**src/rtl/pmod_gpio_pkg.sv**
```systemverilog
// Shared constants and helpers for the PMOD GPIO controller:
// register map, ID magic and compile-time width helpers.
package pmod_gpio_pkg;

  localparam logic [2:0]  ADDR_DIR  = 3'd0;
  localparam logic [2:0]  ADDR_OUT  = 3'd1;
  localparam logic [2:0]  ADDR_IN   = 3'd2;
  localparam logic [2:0]  ADDR_EVT  = 3'd3;
  localparam logic [2:0]  ADDR_IEN  = 3'd4;
  localparam logic [2:0]  ADDR_ESEL = 3'd5;
  localparam logic [2:0]  ADDR_ID   = 3'd6;

  localparam logic [15:0] ID_MAGIC  = 16'h9A10;

  // Debounce counter width; never narrower than one bit.
  function automatic int cnt_width(input int deb);
    return (deb > 2) ? $clog2(deb) : 1;
  endfunction

  // ID word: magic, debounce depth clipped to a byte, pin count.
  function automatic logic [31:0] id_word(input int npin, input int deb);
    logic [7:0] deb_b;
    deb_b = (deb > 255) ? 8'd255 : 8'(deb);
    return {ID_MAGIC, deb_b, 8'(npin)};
  endfunction

endpackage

```
**src/rtl/pmod_debounce.sv**
```systemverilog
// One-bit input path: two-flop synchroniser followed by a counting debouncer
// that accepts a new level only after DEBOUNCE consecutive mismatching cycles.
module pmod_debounce
  import pmod_gpio_pkg::*;
#(
  parameter int DEBOUNCE = 16
) (
  input  logic clk,
  input  logic resn,
  input  logic pin_i,
  output logic s_o,
  output logic rise_o,
  output logic fall_o
);

  localparam int              CW   = cnt_width(DEBOUNCE);
  localparam logic [CW-1:0]   CMAX = CW'(DEBOUNCE - 1);

  logic          sync1_q, sync1_d;
  logic          sync2_q, sync2_d;
  logic          s_q, s_d;
  logic [CW-1:0] cnt_q, cnt_d;

  // Synchroniser shift and debounce counter next state.
  always_comb begin
    sync1_d = pin_i;
    sync2_d = sync1_q;
    s_d     = s_q;
    cnt_d   = cnt_q;
    if (sync2_q == s_q) begin
      cnt_d = '0;
    end else if (cnt_q == CMAX) begin
      s_d   = sync2_q;
      cnt_d = '0;
    end else begin
      cnt_d = cnt_q + 1'b1;
    end
  end

  // State registers with synchronous active-low reset.
  always_ff @(posedge clk) begin
    if (!resn) begin
      sync1_q <= 1'b0;
      sync2_q <= 1'b0;
      s_q     <= 1'b0;
      cnt_q   <= '0;
    end else begin
      sync1_q <= sync1_d;
      sync2_q <= sync2_d;
      s_q     <= s_d;
      cnt_q   <= cnt_d;
    end
  end

  // Pulses mark the edge at which the stable level flips.
  assign s_o    = s_q;
  assign rise_o = ~s_q & s_d;
  assign fall_o = s_q & ~s_d;

endmodule

```
**src/rtl/pmod_gpio.sv**
```systemverilog
// Register-mapped PMOD GPIO: direction/output registers, debounced inputs,
// edge-selectable sticky event flags with W1C clear, and a level interrupt.
module pmod_gpio
  import pmod_gpio_pkg::*;
#(
  parameter int NPIN     = 8,
  parameter int DEBOUNCE = 16
) (
  input  logic            CLK,
  input  logic            RESN,
  input  logic [2:0]      ADDR,
  input  logic            WR,
  input  logic            RD,
  input  logic [31:0]     WDATA,
  output logic [31:0]     RDATA,
  output logic            IRQ,
  input  logic [NPIN-1:0] PIO_I,
  output logic [NPIN-1:0] PIO_O,
  output logic [NPIN-1:0] PIO_OE
);

  localparam logic [31:0] ID_WORD = id_word(NPIN, DEBOUNCE);

  logic [NPIN-1:0] dir_q, dir_d;
  logic [NPIN-1:0] out_q, out_d;
  logic [NPIN-1:0] evt_q, evt_d;
  logic [NPIN-1:0] ien_q, ien_d;
  logic [NPIN-1:0] esel_q, esel_d;
  logic [31:0]     rdata_q, rdata_d;
  logic            irq_q, irq_d;

  logic [NPIN-1:0] in_s, rise_s, fall_s;
  logic [NPIN-1:0] wdata_s, evt_clr_s, evt_set_s;
  logic [31:0]     rd_word_s;
  logic            unused_wdata_s;

  assign wdata_s        = WDATA[NPIN-1:0];
  assign unused_wdata_s = ^WDATA;

  for (genvar g = 0; g < NPIN; g++) begin : g_pin
    pmod_debounce #(.DEBOUNCE(DEBOUNCE)) u_deb (
      .clk    (CLK),
      .resn   (RESN),
      .pin_i  (PIO_I[g]),
      .s_o    (in_s[g]),
      .rise_o (rise_s[g]),
      .fall_o (fall_s[g])
    );
  end

  // Read mux over pre-write register values.
  always_comb begin
    rd_word_s = '0;
    case (ADDR)
      ADDR_DIR:  rd_word_s = 32'(dir_q);
      ADDR_OUT:  rd_word_s = 32'(out_q);
      ADDR_IN:   rd_word_s = 32'(in_s);
      ADDR_EVT:  rd_word_s = 32'(evt_q);
      ADDR_IEN:  rd_word_s = 32'(ien_q);
      ADDR_ESEL: rd_word_s = 32'(esel_q);
      ADDR_ID:   rd_word_s = ID_WORD;
      default:   rd_word_s = '0;
    endcase
  end

  // Register writes, event set/clear (set wins), IRQ from next-state flags.
  always_comb begin
    dir_d     = dir_q;
    out_d     = out_q;
    ien_d     = ien_q;
    esel_d    = esel_q;
    evt_clr_s = '0;
    if (WR) begin
      case (ADDR)
        ADDR_DIR:  dir_d     = wdata_s;
        ADDR_OUT:  out_d     = wdata_s;
        ADDR_EVT:  evt_clr_s = wdata_s;
        ADDR_IEN:  ien_d     = wdata_s;
        ADDR_ESEL: esel_d    = wdata_s;
        default:   evt_clr_s = '0;
      endcase
    end else begin
      evt_clr_s = '0;
    end
    evt_set_s = (rise_s & ~esel_q) | (fall_s & esel_q);
    evt_d     = (evt_q & ~evt_clr_s) | evt_set_s;
    irq_d     = |(evt_d & ien_d);
    rdata_d   = RD ? rd_word_s : rdata_q;
  end

  // Register file and bus outputs, synchronous active-low reset.
  always_ff @(posedge CLK) begin
    if (!RESN) begin
      dir_q   <= '0;
      out_q   <= '0;
      evt_q   <= '0;
      ien_q   <= '0;
      esel_q  <= '0;
      rdata_q <= '0;
      irq_q   <= 1'b0;
    end else begin
      dir_q   <= dir_d;
      out_q   <= out_d;
      evt_q   <= evt_d;
      ien_q   <= ien_d;
      esel_q  <= esel_d;
      rdata_q <= rdata_d;
      irq_q   <= irq_d;
    end
  end

  assign PIO_OE = dir_q;
  assign PIO_O  = out_q;
  assign RDATA  = rdata_q;
  assign IRQ    = irq_q;

endmodule

```
**config.mk**
```make
export PLATFORM = sky130hd
export DESIGN_NAME = pmod_gpio
export DESIGN_NICKNAME = d
export VERILOG_FILES = /design/src/rtl/pmod_gpio_pkg.sv /design/src/rtl/pmod_debounce.sv /design/src/rtl/pmod_gpio.sv
export SDC_FILE = /design/constraint.sdc
export NUM_CORES = 1
export LEC_CHECK = 0
export ABC_AREA = 1
export BUFFER_PORTS_ARGS = -buffer_cell sky130_fd_sc_hd__buf_2
export CELL_PAD_IN_SITES_DETAIL_PLACEMENT = 0
export CELL_PAD_IN_SITES_GLOBAL_PLACEMENT = 1
export CORE_MARGIN = 2
export CORE_UTILIZATION = 35
export DETAILED_ROUTE_END_ITERATION = 10
export PLACE_DENSITY_LB_ADDON = 0.15
export SYNTH_ARGS = -nofsm -noshare
export SYNTH_HDL_FRONTEND = slang
export SYNTH_HIERARCHICAL = 1
export SYNTH_SLANG_ARGS = --single-unit
```
**constraint.sdc**
```tcl
create_clock -name CLK -period 1.33 [get_ports CLK]
set_input_delay 0.266 -clock CLK [delete_from_list [all_inputs] [get_ports CLK]]
set_output_delay 0.266 -clock CLK [all_outputs]
set_load 0.02 [all_outputs]
```
Word level (Yosys, flattened, before mapping)
Cells that the tools add are included.
- register bits after elaboration: 129
- word-level logic and storage cells: 144
- add/sub/neg operators: 8
- equal/unequal tests: 22
- multiplexer cells: 21
- bitwise operators: 41
- reductions and logical operators: 13
- operator list (kind ; count):
    $pmux 32 s7 ; 1
    $add 4x1->4 const B ; 8
    $and 8x8->8 ; 4
    $eq 4x4->1 const B ; 8
    $mux 8 ; 4
    $reduce_or 3->1 ; 8
    $not 1->1 ; 17
    $and 1x1->1 ; 16
    $mux 1 ; 16
    $not 8->8 ; 2
    $or 8x8->8 ; 2
    $eq 3x3->1 const B ; 3
    $eq 1x1->1 ; 8
    $reduce_or 8->1 ; 1
    $eq 3x2->1 const B ; 2
    $reduce_and 2->1 ; 3
    $eq 3x1->1 const B ; 1
    $logic_not 3->1 ; 1

Depth between registers and ports, before layout
Gate-level depths: netlist of the first run.
- word-level depth: 10
- mapped depth: 11

Modules after synthesis
Netlist of the first run, hierarchy kept.
- modules (own cells, without submodules) (module ; instances ; cells each ; area an instance (um^2)):
    pmod_gpio ; 1 ; 374 ; 2581.2
    pmod_debounce ; 8 ; 36 ; 275.3

Least setup slack after synthesis of the first run
OpenSTA, ideal clock, no wires.
- path kind: flip-flop to flip-flop
- start: register g_pin[2].u_deb.cnt_q[0]
- end: register irq_q (netlist: IRQ)
- library setup time: 132 ps
- data arrival time: 1329 ps
- required time: 1198 ps
- setup slack: -131 ps
- cell stages (with the launch flop): 11
- path buffers: 0
- period minus slack after synthesis: 1461 ps
- cell sequence: dfxtp_1 ha_1 nand3_2 nor2_1 or2_2 o21ai_0 nand2_1 nand2_1 nand2_1 nor2_1 a21oi_1
- elaborated cells between the ends (all ways): 12
- those cells by class: eq/ne (1); mux (2); bitwise (8); reduce/logical (1)
- RTL lines (what ; RTL line ; text):
    from (decl) ; pmod_debounce.sv:22 ; logic [CW-1:0] cnt_q, cnt_d;
    from (signal assigned) ; pmod_debounce.sv:51 ; cnt_q <= cnt_d;
    $eq 4x4->1 ; pmod_debounce.sv:32 ; end else if (cnt_q == CMAX) begin
    $mux 1 ; pmod_debounce.sv:32 ;
    $mux 1 ; pmod_debounce.sv:30 ; if (sync2_q == s_q) begin
    $and 1x1->1 ; pmod_debounce.sv:57 ; assign rise_o = ~s_q & s_d;
    named net rise_s[2] ; pmod_gpio.sv:32 ; logic [NPIN-1:0] in_s, rise_s, fall_s;
    $and 8x8->8 ; pmod_gpio.sv:85 ; evt_set_s = (rise_s & ~esel_q) | (fall_s & esel_q);
    $or 8x8->8 ; pmod_gpio.sv:85 ;
    $or 8x8->8 ; pmod_gpio.sv:86 ; evt_d = (evt_q & ~evt_clr_s) | evt_set_s;
    $and 8x8->8 ; pmod_gpio.sv:87 ; irq_d = |(evt_d & ien_d);
    $reduce_or 8->1 ; pmod_gpio.sv:87 ;
    to (signal assigned) ; pmod_gpio.sv:108 ; irq_q <= irq_d;
    to (decl) ; pmod_gpio.sv:30 ; logic irq_q, irq_d;
The timed path passes the listed nets, and every way through them passes these cells.
A chain may end at the register's enable or synchronous reset.

Worst setup path in the final report of the first run
- start: register g_pin[7].u_deb.cnt_q[0]
- end: register irq_q (netlist: IRQ)
- elaborated cells between the ends (all ways): 12
- those cells by class: eq/ne (1); mux (2); bitwise (8); reduce/logical (1)
- RTL lines (what ; RTL line):
    from (decl) ; pmod_debounce.sv:22
    from (signal assigned) ; pmod_debounce.sv:51
    $eq 4x4->1 ; pmod_debounce.sv:32
    $mux 1 ; pmod_debounce.sv:32
    $mux 1 ; pmod_debounce.sv:30
    $and 1x1->1 ; pmod_debounce.sv:57
    named net rise_s[7] ; pmod_gpio.sv:32
    $and 8x8->8 ; pmod_gpio.sv:85
    $or 8x8->8 ; pmod_gpio.sv:85
    $or 8x8->8 ; pmod_gpio.sv:86
    $and 8x8->8 ; pmod_gpio.sv:87
    $reduce_or 8->1 ; pmod_gpio.sv:87
The timed path passes the listed nets, and every way through them passes these cells.

==> results of run 1 <==
[per-stage QoR]
stage	power [mW]	worst slack [ns]	hold slack, ns	util, %
finish	6.780	-0.05347	0.09510	47.91
CTS	6.894	-0.07328	0.08209	47.66
floorplan	3.754	0.0006453	0.3595	-
global route	7.099	-0.1499	0.1070	47.91
global placement	3.962	-0.1285	0.3937	44.95
detailed placement	3.975	-0.1386	0.3979	44.95
[repair_timing]
item	CTS	global route
endpoints found under the setup margin	1	2
pin swaps	13	4
buffers inserted	3	2
resized for setup	7	6
[area by class of cell]
type,instances,area [um^2],share of cell area (%)
multi-input cells,452,2380,37.36
flip-flops and latches,106,2142,33.63
repair buffers,143,994.7,15.62
inverters,83,312.8,4.911
clock buffers,13,260.3,4.086
well taps,176,220.2,3.457
clock inverters,2,60.06,0.9428
[power breakdown]
part,leakage (nW),total [mW],internal (mW),switching [mW]
clock network,0.156,2.88,1.74,1.13
registers,0.868,3.30,3.25,0.0460
logic,1.85,0.608,0.221,0.387
total,2.88,6.78,5.22,1.56
[cell usage in the layout, fill, tap and decap left out, types with 18 or more instances in the layout]
cell	synthesis	routed
sky130_fd_sc_hd__a21oi_1	41	41
sky130_fd_sc_hd__conb_1	1	18
sky130_fd_sc_hd__buf_2	5	53
sky130_fd_sc_hd__o21ai_1	23	23
sky130_fd_sc_hd__nor2_1	75	68
sky130_fd_sc_hd__dfxtp_1	106	90
sky130_fd_sc_hd__nand3_1	38	38
sky130_fd_sc_hd__inv_1	78	78
sky130_fd_sc_hd__nand2_1	170	170
sky130_fd_sc_hd__buf_4	25	85
[cells by family after synthesis]
kind of cell    after synthesis  share of synthesized area, %
fa+ha+maj                     8                         2.093
buf+inv                     121                         11.77
simple gates                322                         29.56
compound gates               96                         10.67
xor+xnor                      8                         1.465
other cells                   1                       0.07840
flops                       106                         44.36
[synth_stat cells, drive strengths merged, types with 7 or more instances]
library cell and number:
xnor2 8, a21oi 41, nor2 78, or2 8, nand2 172, nand3 47
inv 82, o21ai 47, dfxtp 106, clkbuf 7, ha 8, nand4 14
buf 31
[worst max path at each step]
| stage | cells after the start | start | to | slack [ns] |
|---|---|---|---|---|
| after floorplan | 10 | g_pin[4].u_deb/cnt_q[0] | IRQ | 0.0006 |
| after global placement | 9 | ADDR[2] | IRQ | -0.13 |
| after detailed placement | 9 | ADDR[2] | IRQ | -0.14 |
| after CTS | 10 | g_pin[5].u_deb/cnt_q[0] | IRQ | -0.07 |
| after global routing | 10 | g_pin[7].u_deb/cnt_q[0] | IRQ | -0.15 |
| final | 10 | g_pin[7].u_deb/cnt_q[0] | IRQ | -0.05 |
[worst reg2reg max path: cells and delay by family (launching register included)]
kind / cells / cell delay [ns]
AOI/OAI and AO/OA: 2 / 0.13
adders and majority gates: 1 / 0.16
and+or+nand+nor: 7 / 0.64
DFF: 1 / 0.33
[layer usage]
metal / vias to the layer above / GRT usage, %
li1: 2339 / -
met1: 2048 / 22.27
met2: 61 / 30.34
met3: 16 / 3.571
met4: 0 / 7.340
met5: - / 0
==> run summary, run 1 <==
For the count of cell types in the netlist, the log shows 30. The register with the most flip-flops in the layout has 32 of them. In the detailed route, the total length drawn on met3 is 435 um.

Detailed placement ended at an HPWL of 9110 um. The total of warnings raised by yosys is 6. Cell family contributing the most delay on the critical path: simple AND/OR/NAND/NOR gates.

In this run the critical register-to-register path is captured at IRQ. The logs give 0 for the total count of hold-check failures in the final report and 0 for the number of slew-limit violations in the final report. The run gives 14620 um^2 as the die area. The antenna diode count is 0, and the depth of the worst register-to-register path is 10.

Counting instances, the worst hold path has a depth of 3. The register-to-register path setup slack came out at -0.05 ns. The tools report the reported leakage power as 2.877 nW. Kind of capture point of the worst setup path: a flip-flop. The run gives 0.004486 ns as the clock skew after layout. Register containing the most flip-flops in the final layout: g_pin.u_deb/cnt_q. The critical path goes through ha_4, nand3_4, nor2_2, or2_4, o21ai_2, nand2_1, nand2_1, nand2_1, nor2_2, a21oi_1. The number of placed instances with taps included is 955, and the ratio of cells with drive above 1 in the final layout is 28.16%. The worst path in the final design needs a cycle of 1.383 ns, including I/O delays and setup. The run gives 4 as the total iterations of the first detailed-routing run. 96 I/O pins were placed.

The final layout contains 850 nets. Clock tree root buffer cell: sky130_fd_sc_hd__clkbuf_16. The average wire length per cell after detail routing was 12.55 um; the data required time at the worst endpoint was 1.57 ns.

Sequential cells were found to cover 44.36% of the synthesized design area. The number of I/O port buffers is 53, and the cell area after synthesis is 4783 um^2. In this run the worst hold path is classified as input port to flip-flop. After floorplanning, the core was divided into 42 placement rows. The flip-flop and latch count after synthesis was 106; the proportion of synthesized flip-flops having asynchronous set or reset was 0%. The number of global-route vias before repair is 4395.

The worst min-delay path startpoint is PIO_I[6]. After global routing the overflow that remains totals 0. TritonCTS built the clock tree. For hold timing, the worst endpoint is g_pin[6].u_deb/sync1_q.

In the synthesized netlist, the number of instances is 662. In the finished design, the share of the clock period the worst path needs comes to 104.0%. The share of the synthesized area in the top cell type is 44.36%, and the first-pass GRT wire length is 20610 um.

For the latest clock arrival within the worst-skew pair, the log shows 0.35 ns. The area growth from synthesis to layout is 33.17%. By startpoint and endpoint, the worst setup path is classified as flip-flop to flip-flop. The maximum number of pins on one net before global-route repair is 33, and the total routing resource utilization after global routing is 17.94%. For this block, the initial DRC count from the detailed router was 147. The effective utilization at floorplan is 35.98%, and the final worst-path setup slack is -0.05347 ns. The post-detailed-route count of antenna-violating nets was 0; the post-cts hold buffer count was 0. The total area inside the core boundary comes to 13300 um^2. For this run, design rule violations remaining after detail routing come to 0. The library cell occupying the most area in the post-synthesis netlist was sky130_fd_sc_hd__dfxtp_1. The startpoint kind of the worst setup timing path was a flip-flop. For the number of endpoints failing setup at the final stage, the log shows 1. In the synthesized netlist the dominant register cell turns out to be sky130_fd_sc_hd__dfxtp_1. Number of standard cells in the final layout excluding fillers: 975.

The initial antenna violation count was 0. The cell that appears most often on the critical path is sky130_fd_sc_hd__nand2_1. The clock transition at the register clock pins on the worst setup and hold paths after CTS came out at 0.07 ns. The slowest stage cell on the critical path was sky130_fd_sc_hd__dfxtp_2.

The finished cells cover 6370 um^2. The run gives 1.62 ns as the arrival time of the worst setup path. Dividing total power by cell area gives a power density of 1064 nW/um^2. The detailed router put a total of 5602 um of wire on met1. The synthesized design contains 0 enable-type register cells. The max capacitance violation total was 0. Routed signal wires occupy layers up through met4. The run finished, with violations left.

Summing all placed instances gives a cell area of 5976 um^2. In this run the worst path has a maximum fanout of 2. Counting the fill cells in the layout gives 1334.

The number of clock sinks seen by CTS was 106. Setup repair after global routing could not meet its margin everywhere. After synthesis, the mean cell area works out to 7.226 um^2. The clock passes through at most 2 buffers. In the routed layout, each cell is associated on average with a via count of 4.578.

After synthesis, the cell types taking the most area are sky130_fd_sc_hd__dfxtp_1, sky130_fd_sc_hd__nand2_1, sky130_fd_sc_hd__inv_1, sky130_fd_sc_hd__nor2_1, sky130_fd_sc_hd__a21oi_1. Measured along the y axis, the die boundary spans 120.9 um. The routed design uses 5998 um of met2 wire.

Counting both buffers and inverters, the worst setup path holds a total of 0. In this run the number of H-tree levels came out at 3. Routability-driven placement finished with a final weighted congestion of 0.8227. The routed design has 12240 um of wire. For the final routed database, the setup TNS stands at -0.05347 ns. The number of buffers created by CTS was 9; the delay of the slowest critical-path stage was 0.33 ns. The die is 120.9 um wide. The beginning of the worst register-to-register path was g_pin[7].u_deb/cnt_q[0]. Static timing analysis puts the maximum clock frequency at 722.8 MHz. The maximum resistive drop on vdd is 0.5000 mV. The final reports fail on negative setup slack.

The detailed router placed 4464 vias in this run.
(Power assumes the default switching activity.)
==> run 2, diff against run 1 <==
--- a/config.mk
+++ b/config.mk
@@ -15,5 +15,4 @@
 export PLACE_DENSITY_LB_ADDON = 0.15
 export SYNTH_ARGS = -nofsm -noshare
 export SYNTH_HDL_FRONTEND = slang
-export SYNTH_HIERARCHICAL = 1
 export SYNTH_SLANG_ARGS = --single-unit
==> run 2 against run 1 <==
The run now ends clean; clock power about the same; maximum frequency up 4.2%; synthesized cell count shrank 8.8%; non-clock buffer count fell by 35; sequential power barely moved; sequential cell count unchanged; clock-buffer cell count fell by 2; critical path type unchanged; largest power group unchanged.
==> run summary, run 2 <==
Net count reported at finish: 757 (-11%). In the layout the commonest cells are sky130_fd_sc_hd__nand2_1, sky130_fd_sc_hd__dfxtp_1, sky130_fd_sc_hd__inv_1. Most frequently used cell type in the post-synthesis netlist: sky130_fd_sc_hd__nand2_1. The number of synthesized flops with an enable pin is 0 (unchanged), and the post-layout utilization of the core is 45.98% (-1.9 points). The run gives 0.8177 (-0.61%) as the final weighted congestion in routability-driven placement. The mean instance size in the synthesized netlist was 7.615 um^2 (+5.4%). Number of I/O port buffers: 53 (unchanged).

The tools report the total iterations of the first detailed-routing run as 4 (unchanged). The run gives 1.61 ns (about the same) as the arrival time of the worst setup path. The power per cell area was 1133 nW/um^2 (+6.4%).

The flip-flop and latch count after synthesis works out to 106 (unchanged). The final critical-path share of the clock period was 99.78% (-4.2 points). By count the netlist is led by sky130_fd_sc_hd__nand2_1, sky130_fd_sc_hd__dfxtp_1, sky130_fd_sc_hd__inv_1. Leaving out fill and tap cells, the most frequent cell in the layout is sky130_fd_sc_hd__nand2_1. The tools report the placed wire-length estimate as 8400 um (-7.8%). The via-per-instance ratio is 4.544 (-0.76%), and the remaining routing DRC violations is 0 (unchanged). The logs give 1.528 mW (-2.3%) for the total net switching power and 12720 um^2 (-4.3%) for the area inside the core boundary. In the synthesized netlist the dominant register cell turns out to be sky130_fd_sc_hd__dfxtp_1. The max capacitance violation total came out at 0 (unchanged). The logs give 5849 um^2 (-8.2%) for the design area and 9 (unchanged) for the number of buffers created by CTS. The maximum number of pins on one net before global-route repair is 21 (-36%). The part of the power in the clock network is 43.3% (+0.9 points).

The antenna diode count is 0 (unchanged), and the ratio of cells with drive above 1 in the final layout is 25.46% (-2.7 points). The count of cell types in the netlist came out at 31 (+3.3%). The adder-cell share of the synthesized area is 2.176% (+0.084 points), and the horizontal extent of the die is 118.6 um (-1.9%). Counting flops per register, the top entry is g_pin.u_deb.cnt_q.

For the post-detailed-route count of antenna-violating nets, the log shows 0 (unchanged). For the data required time at the worst endpoint, the log shows 1.61 ns (+0.04 ns). The total cell area at the placement stage came out at 5299 um^2 (-11%). The worst min-delay path category was input port to flip-flop. The area fraction in compound gates after synthesis was 14.25% (+3.6 points); the relative contribution of sequential cells to total power was 49.4% (+0.8 points). Ranked by total cell area, the synthesized netlist is headed by sky130_fd_sc_hd__dfxtp_1, sky130_fd_sc_hd__nand2_1, sky130_fd_sc_hd__inv_1, sky130_fd_sc_hd__nor2_1, sky130_fd_sc_hd__o21ai_0. The share of synthesized cell area in and, or, nand and nor gates works out to 23.10% (-6.5 points). The number of H-tree branching levels was 3 (unchanged). The combinational fraction of design power is 7.3% (-1.7 points). The final critical path time including I/O delays and setup was 1.327 ns (-0.05639 ns). The post-layout total power was 6.627 mW (-2.3%); the part of the Yosys area used for sequential elements was 46.14% (+1.8 points). Latest clock arrival within the worst-skew pair: 0.36 ns (about the same). The total vias in the final route came out at 3994 (-11%).

The cell area after synthesis was 4599 um^2 (-3.8%). The number of endpoints failing setup at the final stage was 0 (-1). The total of warnings raised by yosys was 0 (-6).

The flip-flop count of the largest register, all copies and words added is 32 (unchanged). The logs give 3574 (-19%) for the number of global-route vias before repair and 0.006309 ns (+0.001824 ns) for the clock skew after layout. The average wire length per cell after detail routing was 12.65 um (+0.78%); the effective utilization at floorplan was 36.15% (+0.17 points). Overall overflow remaining after global route: 0 (unchanged). The largest fanout on the critical path was 3 (+1). STA classifies the critical path endpoint as a flip-flop. Relative to the synthesized area, the layout overhead comes to 27.18%. The die area is 14070 um^2 (-3.7%), and the internal cell power is 5.098 mW (-2.2%). The share of the synthesized area in the top cell type is 46.14% (+1.8 points), and the maximum resistive drop on vdd is 0.4926 mV (-1.5%). The tools report the area of all sequential standard cells as 2140 um^2 (-0.12%). The count of filler cells inserted in the layout is 1330 (-0.30%).

The tools report the total routing resource utilization after global routing as 16.31% (-1.6 points). The buffer levels on the longest clock path came out at 2 (unchanged). By area, the combinational part of the netlist is dominated by simple AND/OR/NAND/NOR gates. The first-pass GRT wire length was 18150 um (-12%); the proportion of synthesized flip-flops having asynchronous set or reset was 0% (unchanged). The total count of hold-check failures in the final report is 0 (unchanged). The height of the chip was 118.6 um (-1.9%).

For the detailed-route wire length, the log shows 11120 um (-9.1%). The run gives 96 (unchanged) as the number of placed I/O pins. The multiplexer share of the synthesized area is 0% (unchanged). For the highest clock frequency the design can meet, the log shows 753.5 MHz (+4.2%). TritonCTS built the clock tree.

Number of clock sinks seen by CTS: 106 (unchanged). For the number of standard-cell rows in the floorplan, the log shows 41 (-2.4%). The reported leakage power was 2.511 nW (-13%); the xor/xnor share of the synthesized area was 1.904% (+0.44 points).

The area taken by multi-input logic gates is 2133 um^2 (-10%). The flow ran to the end, and the final reports show no timing, DRC or antenna violations. Starting DRC count in detailed routing: 295 (+100%).

Setup repair after global routing could not meet its margin everywhere. The number of standard cells after synthesis is 604 (-8.8%). The worst setup path is launched from a flip-flop. The clock tree root buffer cell was sky130_fd_sc_hd__clkbuf_16. The type of the worst setup path was flip-flop to flip-flop. Of all cell types, the one taking the most synthesized area is sky130_fd_sc_hd__dfxtp_1. The number of slew-limit violations in the final report came out at 0 (unchanged). The initial antenna violation count came out at 0 (unchanged). The switching share of power came out at 23.06% (about the same).

Clock transition at the register clock pins on the worst setup and hold paths after CTS: 0.07 ns (about the same).
[run 2: worst max-delay path, cell delays in order, from the launching register on]
cell and delay, ns:
sky130_fd_sc_hd__dfxtp_2 0.33, sky130_fd_sc_hd__ha_2 0.20, sky130_fd_sc_hd__nand3_2 0.10, sky130_fd_sc_hd__nor2_2 0.14, sky130_fd_sc_hd__nand3_1 0.10, sky130_fd_sc_hd__nand3_1 0.10, sky130_fd_sc_hd__nand2_1 0.06, sky130_fd_sc_hd__nand2_1 0.06
sky130_fd_sc_hd__nor2_1 0.04, sky130_fd_sc_hd__a21oi_1 0.13
[run 2: power groups by stage]
| stage | Clock [mW] | Combinational (mW) | Sequential, mW |
|---|---|---|---|
| 3_5_place_dp | 0 | 0.486 | 3.34 |
| 5_1_grt | 3.10 | 0.536 | 3.28 |
| 3_3_place_gp | 0 | 0.482 | 3.34 |
| 4_1_cts | 2.95 | 0.489 | 3.27 |
| 2_1_floorplan | 0 | 0.295 | 3.36 |
| 6_report | 2.87 | 0.484 | 3.27 |
[run 2: routing by layer]
metal	GRT usage [%]	part of all wire, %
met5	0	0
met4	6.920	1.8
met3	2.751	4.3
met2	24.53	43
met1	22.96	51
[run 2: what timing repair did]
item,CTS,global route
hold buffers,0,0
setup endpoints to repair,2,2
resized for setup,22,31
buffers inserted,3,4
pin swaps,10,15
[run 2: area by class of cell]
cell class,instances,share of cell area (%)
clock buffer,11,4.150
clock inverter,5,1.326
inverter,83,5.348
multi-input combinational,394,36.47
sequential,106,36.58
tap,172,3.679
timing repair buffer,108,12.45
[run 2: worst paths after layout]
check                          start                endpoint  slack, ns  cells past startpoint
max          g_pin[6].u_deb.cnt_q[1]                     IRQ      0.003                      9
min reg2reg   g_pin[0].u_deb.sync1_q  g_pin[0].u_deb.sync2_q       0.41                      2
min                         PIO_I[0]  g_pin[0].u_deb.sync1_q       0.09                      3
max reg2reg  g_pin[6].u_deb.cnt_q[1]                     IRQ      0.003                      9
[run 2: cell families (layout without fill, tap and decap cells)]
group	count (synthesis)	after routing
xor gates and xnor gates	10	10
other	1	18
adders and majority gates	8	8
and+or+nand+nor	245	245
AOI/OAI and AO/OA	113	113
DFF	106	106
buffers and inverters	121	207
[run 2: per-stage QoR]
stage / hold slack, ns / worst slack, ns / TNS, ns / instances
5_1_grt: 0.09558 / -0.06847 / -0.06847 / 879
3_5_place_dp: 0.3961 / -0.1709 / -2.594 / 856
3_3_place_gp: 0.3931 / -0.1417 / -2.018 / 856
6_report: 0.08990 / 0.002913 / 0 / 879
2_1_floorplan: 0.3636 / 0.008192 / 0 / 621
4_1_cts: 0.08002 / 0.001535 / 0 / 875
==> run 3, diff against run 2 <==
==> constraint.sdc (replaced) <==
create_clock -name CLK -period 1.33 [get_ports CLK]
set_input_delay 0.133 -clock CLK [delete_from_list [all_inputs] [get_ports CLK]]
set_output_delay 0.133 -clock CLK [all_outputs]
set_load 0.02 [all_outputs]
==> run 3 against run 2 <==
Clock-buffer cell count increased by 4; highest routed layer unchanged; first-iteration DRC count decreased by 42%; routed wire length increased by 2.7%.
==> run summary, run 3 (same netlist as run 2, synthesis figures left out) <==
The net count reported at finish was 779 (+2.9%); the height of the chip was 118.6 um (unchanged). The number of global-route vias before repair was 3885 (+8.7%); the final total negative setup slack was 0 ns (unchanged). Detailed-route wire length: 11420 um (+2.7%).

The global routing usage on met1 is 22.64% (-0.31 points). The average wire length per cell after detail routing works out to 12.67 um (+0.20%). Total routing resource utilization after global routing: 16.92% (+0.61 points). For the number of placed instances with taps included, the log shows 862 (+0.70%).

The run gives 1304 (-2.0%) as the count of filler cells inserted in the layout. The buffer levels on the longest clock path came out at 2 (unchanged). Leaving out fill and tap cells, the most frequent cells in the layout are sky130_fd_sc_hd__nand2_1, sky130_fd_sc_hd__dfxtp_1, sky130_fd_sc_hd__inv_1. Setup repair after global routing could not meet its margin everywhere. The arrival time of the worst setup path is 1.57 ns (-0.04 ns), and the flip-flop count of the largest register, all copies and words added is 32 (unchanged). The initial antenna violation count was 0 (unchanged).

The power per cell area is 1087 nW/um^2 (-4.1%), and the highest clock frequency the design can meet is 774.9 MHz (+2.8%). Final critical-path share of the clock period: 97.02% (-2.8 points). The starting DRC count in detailed routing came out at 171 (-42%).

The global-route met3 utilization came out at 3.041% (+0.29 points). The tools report the placed wire-length estimate as 8576 um (+2.1%). The horizontal extent of the die was 118.6 um (unchanged). The antenna diode count is 0 (unchanged). The area inside the core boundary was 12720 um^2 (unchanged); the global-route track usage on met2 was 27.08% (+2.6 points). The area added between synthesis and finish is 31.64%.

For the number of standard-cell rows in the floorplan, the log shows 41 (unchanged). Number of placed I/O pins: 96 (unchanged). The startpoint identified for the worst register-to-register timing path is g_pin[3].u_deb.cnt_q[0]. The total net switching power is 1.495 mW (-2.2%), and the combinational fraction of design power is 7.7% (+0.4 points). The leading cell type in the layout, fill and taps excluded is sky130_fd_sc_hd__nand2_1. The worst hold path belongs to the class input port to flip-flop. The number of clock sinks seen by CTS was 106 (unchanged); the largest fanout on the critical path was 3 (unchanged).

CTS placed an instance of sky130_fd_sc_hd__clkbuf_16 at the clock tree root. The register with the most flip-flops in the final layout is g_pin.u_deb.cnt_q. The maximum number of pins on one net before global-route repair is 21 (unchanged), and the relative contribution of sequential cells to total power is 49.8% (+0.4 points). The flow ran to the end, and the final reports show no timing, DRC or antenna violations. The tools report the reported leakage power as 2.617 nW (+4.2%). The run gives 36.15% (unchanged) as the effective utilization at floorplan.

Switching share of power: 22.71% (-0.35 points). Kind of capture point of the worst setup path: a flip-flop. The die area came out at 14070 um^2 (unchanged).

After global routing, the most crowded layer is met2. The critical path is of the flip-flop to flip-flop type. The tools report the total count of hold-check failures in the final report as 0 (unchanged). The tools report the number of H-tree branching levels as 3 (unchanged).

The ratio of cells with drive above 1 in the final layout was 27.16% (+1.7 points); the number of I/O port buffers was 53 (unchanged). The total vias in the final route was 4170 (+4.4%). The worst hold path begins at WDATA[0].

The tools report the max capacitance violation total as 0 (unchanged). The post-detailed-route count of antenna-violating nets is 0 (unchanged), and the clock transition at the register clock pins on the worst setup and hold paths after CTS is 0.07 ns (about the same). The part of the power in the clock network was 42.6% (-0.7 points); the first-pass GRT wire length was 18980 um (+4.5%). The number of slew-limit violations in the final report is 0 (unchanged), and the total iterations of the first detailed-routing run is 4 (unchanged). The run gives 9 (unchanged) as the number of buffers created by CTS. The tools report the startpoint kind of the worst setup timing path as a flip-flop.

The run gives 0 (unchanged) as the number of endpoints failing setup at the final stage. The remaining routing DRC violations is 0 (unchanged). The latest clock arrival within the worst-skew pair came out at 0.35 ns (about the same). The tools report the internal cell power as 5.086 mW (-0.25%).

Launching instance or port of the critical path: g_pin[3].u_deb.cnt_q[0]. The overall overflow remaining after global route is 0 (unchanged). The clock skew after layout came out at 0.005066 ns (-0.001243 ns). The number of standard cells in the final layout excluding fillers is 901 (+2.5%). The data required time at the worst endpoint is 1.61 ns (about the same). The final weighted congestion in routability-driven placement was 0.8432 (+3.1%); the via-per-instance ratio was 4.628 (+1.9%). The final critical path time including I/O delays and setup was 1.290 ns (-0.03668 ns). The maximum resistive drop on vdd is 0.5627 mV (+14%). TritonCTS built the clock tree.
run 3: cell types whose count changed in the layout (fill, tap and decap cells not counted), sizes merged:
cell	before	now
clkinv	4	2
clkinvlp	1	0
dlygate4sd3	0	8
buf	108	122
clkbuf	11	15
bufinv	2	1
run 3: per-stage QoR:
| step | worst slack [ns] | instance area (um^2) | util (%) | power, mW | hold WS [ns] |
|---|---|---|---|---|---|
| global route | -0.05561 | 6055 | 47.59 | 6.827 | 0.1133 |
| global placement | -0.03827 | 5306 | 41.71 | 3.821 | 0.3140 |
| floorplan | 0.1058 | 4663 | - | 3.652 | 0.2306 |
| detailed placement | -0.08583 | 5306 | 41.71 | 3.827 | 0.3213 |
| finish | 0.03959 | 6055 | 47.59 | 6.580 | 0.1090 |
| CTS | 0.001301 | 5896 | 46.34 | 6.666 | 0.09192 |
run 3: layout make-up:
class / count / area, um^2 / share of cell area, %
clock inverter: 1 / 30.03 / 0.4960
timing repair buffer: 130 / 875.8 / 14.47
clock buffer: 15 / 287.8 / 4.753
inverter: 83 / 312.8 / 5.166
multi-input combinational: 394 / 2188 / 36.14
tap: 172 / 215.2 / 3.554
sequential: 106 / 2145 / 35.42
run 3: power groups by stage:
stage	registers, mW	clock network, mW	logic [mW]
CTS	3.27	2.89	0.504
finish	3.28	2.80	0.504
floorplan	3.36	0	0.294
detailed placement	3.34	0	0.484
global route	3.28	2.99	0.560
global placement	3.34	0	0.479
run 3: path summary, 6_finish.rpt:
check                                 to  cells past startpoint  slack (ns)
setup / recovery                     IRQ                      9        0.04
hold / removal                 PIO_OE[0]                      3        0.11
setup reg to reg                     IRQ                      9        0.04
hold reg to reg   g_pin[4].u_deb.sync2_q                      2        0.41
run 3: worst max-delay path, stage by stage (launching register included):
cell and delay, ns:
sky130_fd_sc_hd__dfxtp_4 0.36, sky130_fd_sc_hd__ha_4 0.16, sky130_fd_sc_hd__nand3_2 0.10, sky130_fd_sc_hd__nor2_2 0.12, sky130_fd_sc_hd__nand2_1 0.09, sky130_fd_sc_hd__nand3_1 0.11, sky130_fd_sc_hd__nand2_1 0.07, sky130_fd_sc_hd__nand2_1 0.06
sky130_fd_sc_hd__nor2_1 0.04, sky130_fd_sc_hd__a21oi_1 0.13
run 3: metal layers:
metal	part of all wire, %	vias to the layer above
met3	4.2	10
met4	1.7	0
met1	49	1901
li1	-	2168
met5	0	-
met2	45	91
run 3: timing repair:
item	in CTS	in global routing
hold endpoints to repair	8	0
endpoints found under the setup margin	1	1
gates resized for setup	41	25
pin swaps	21	22
hold buffers	8	0
setup buffers	7	8
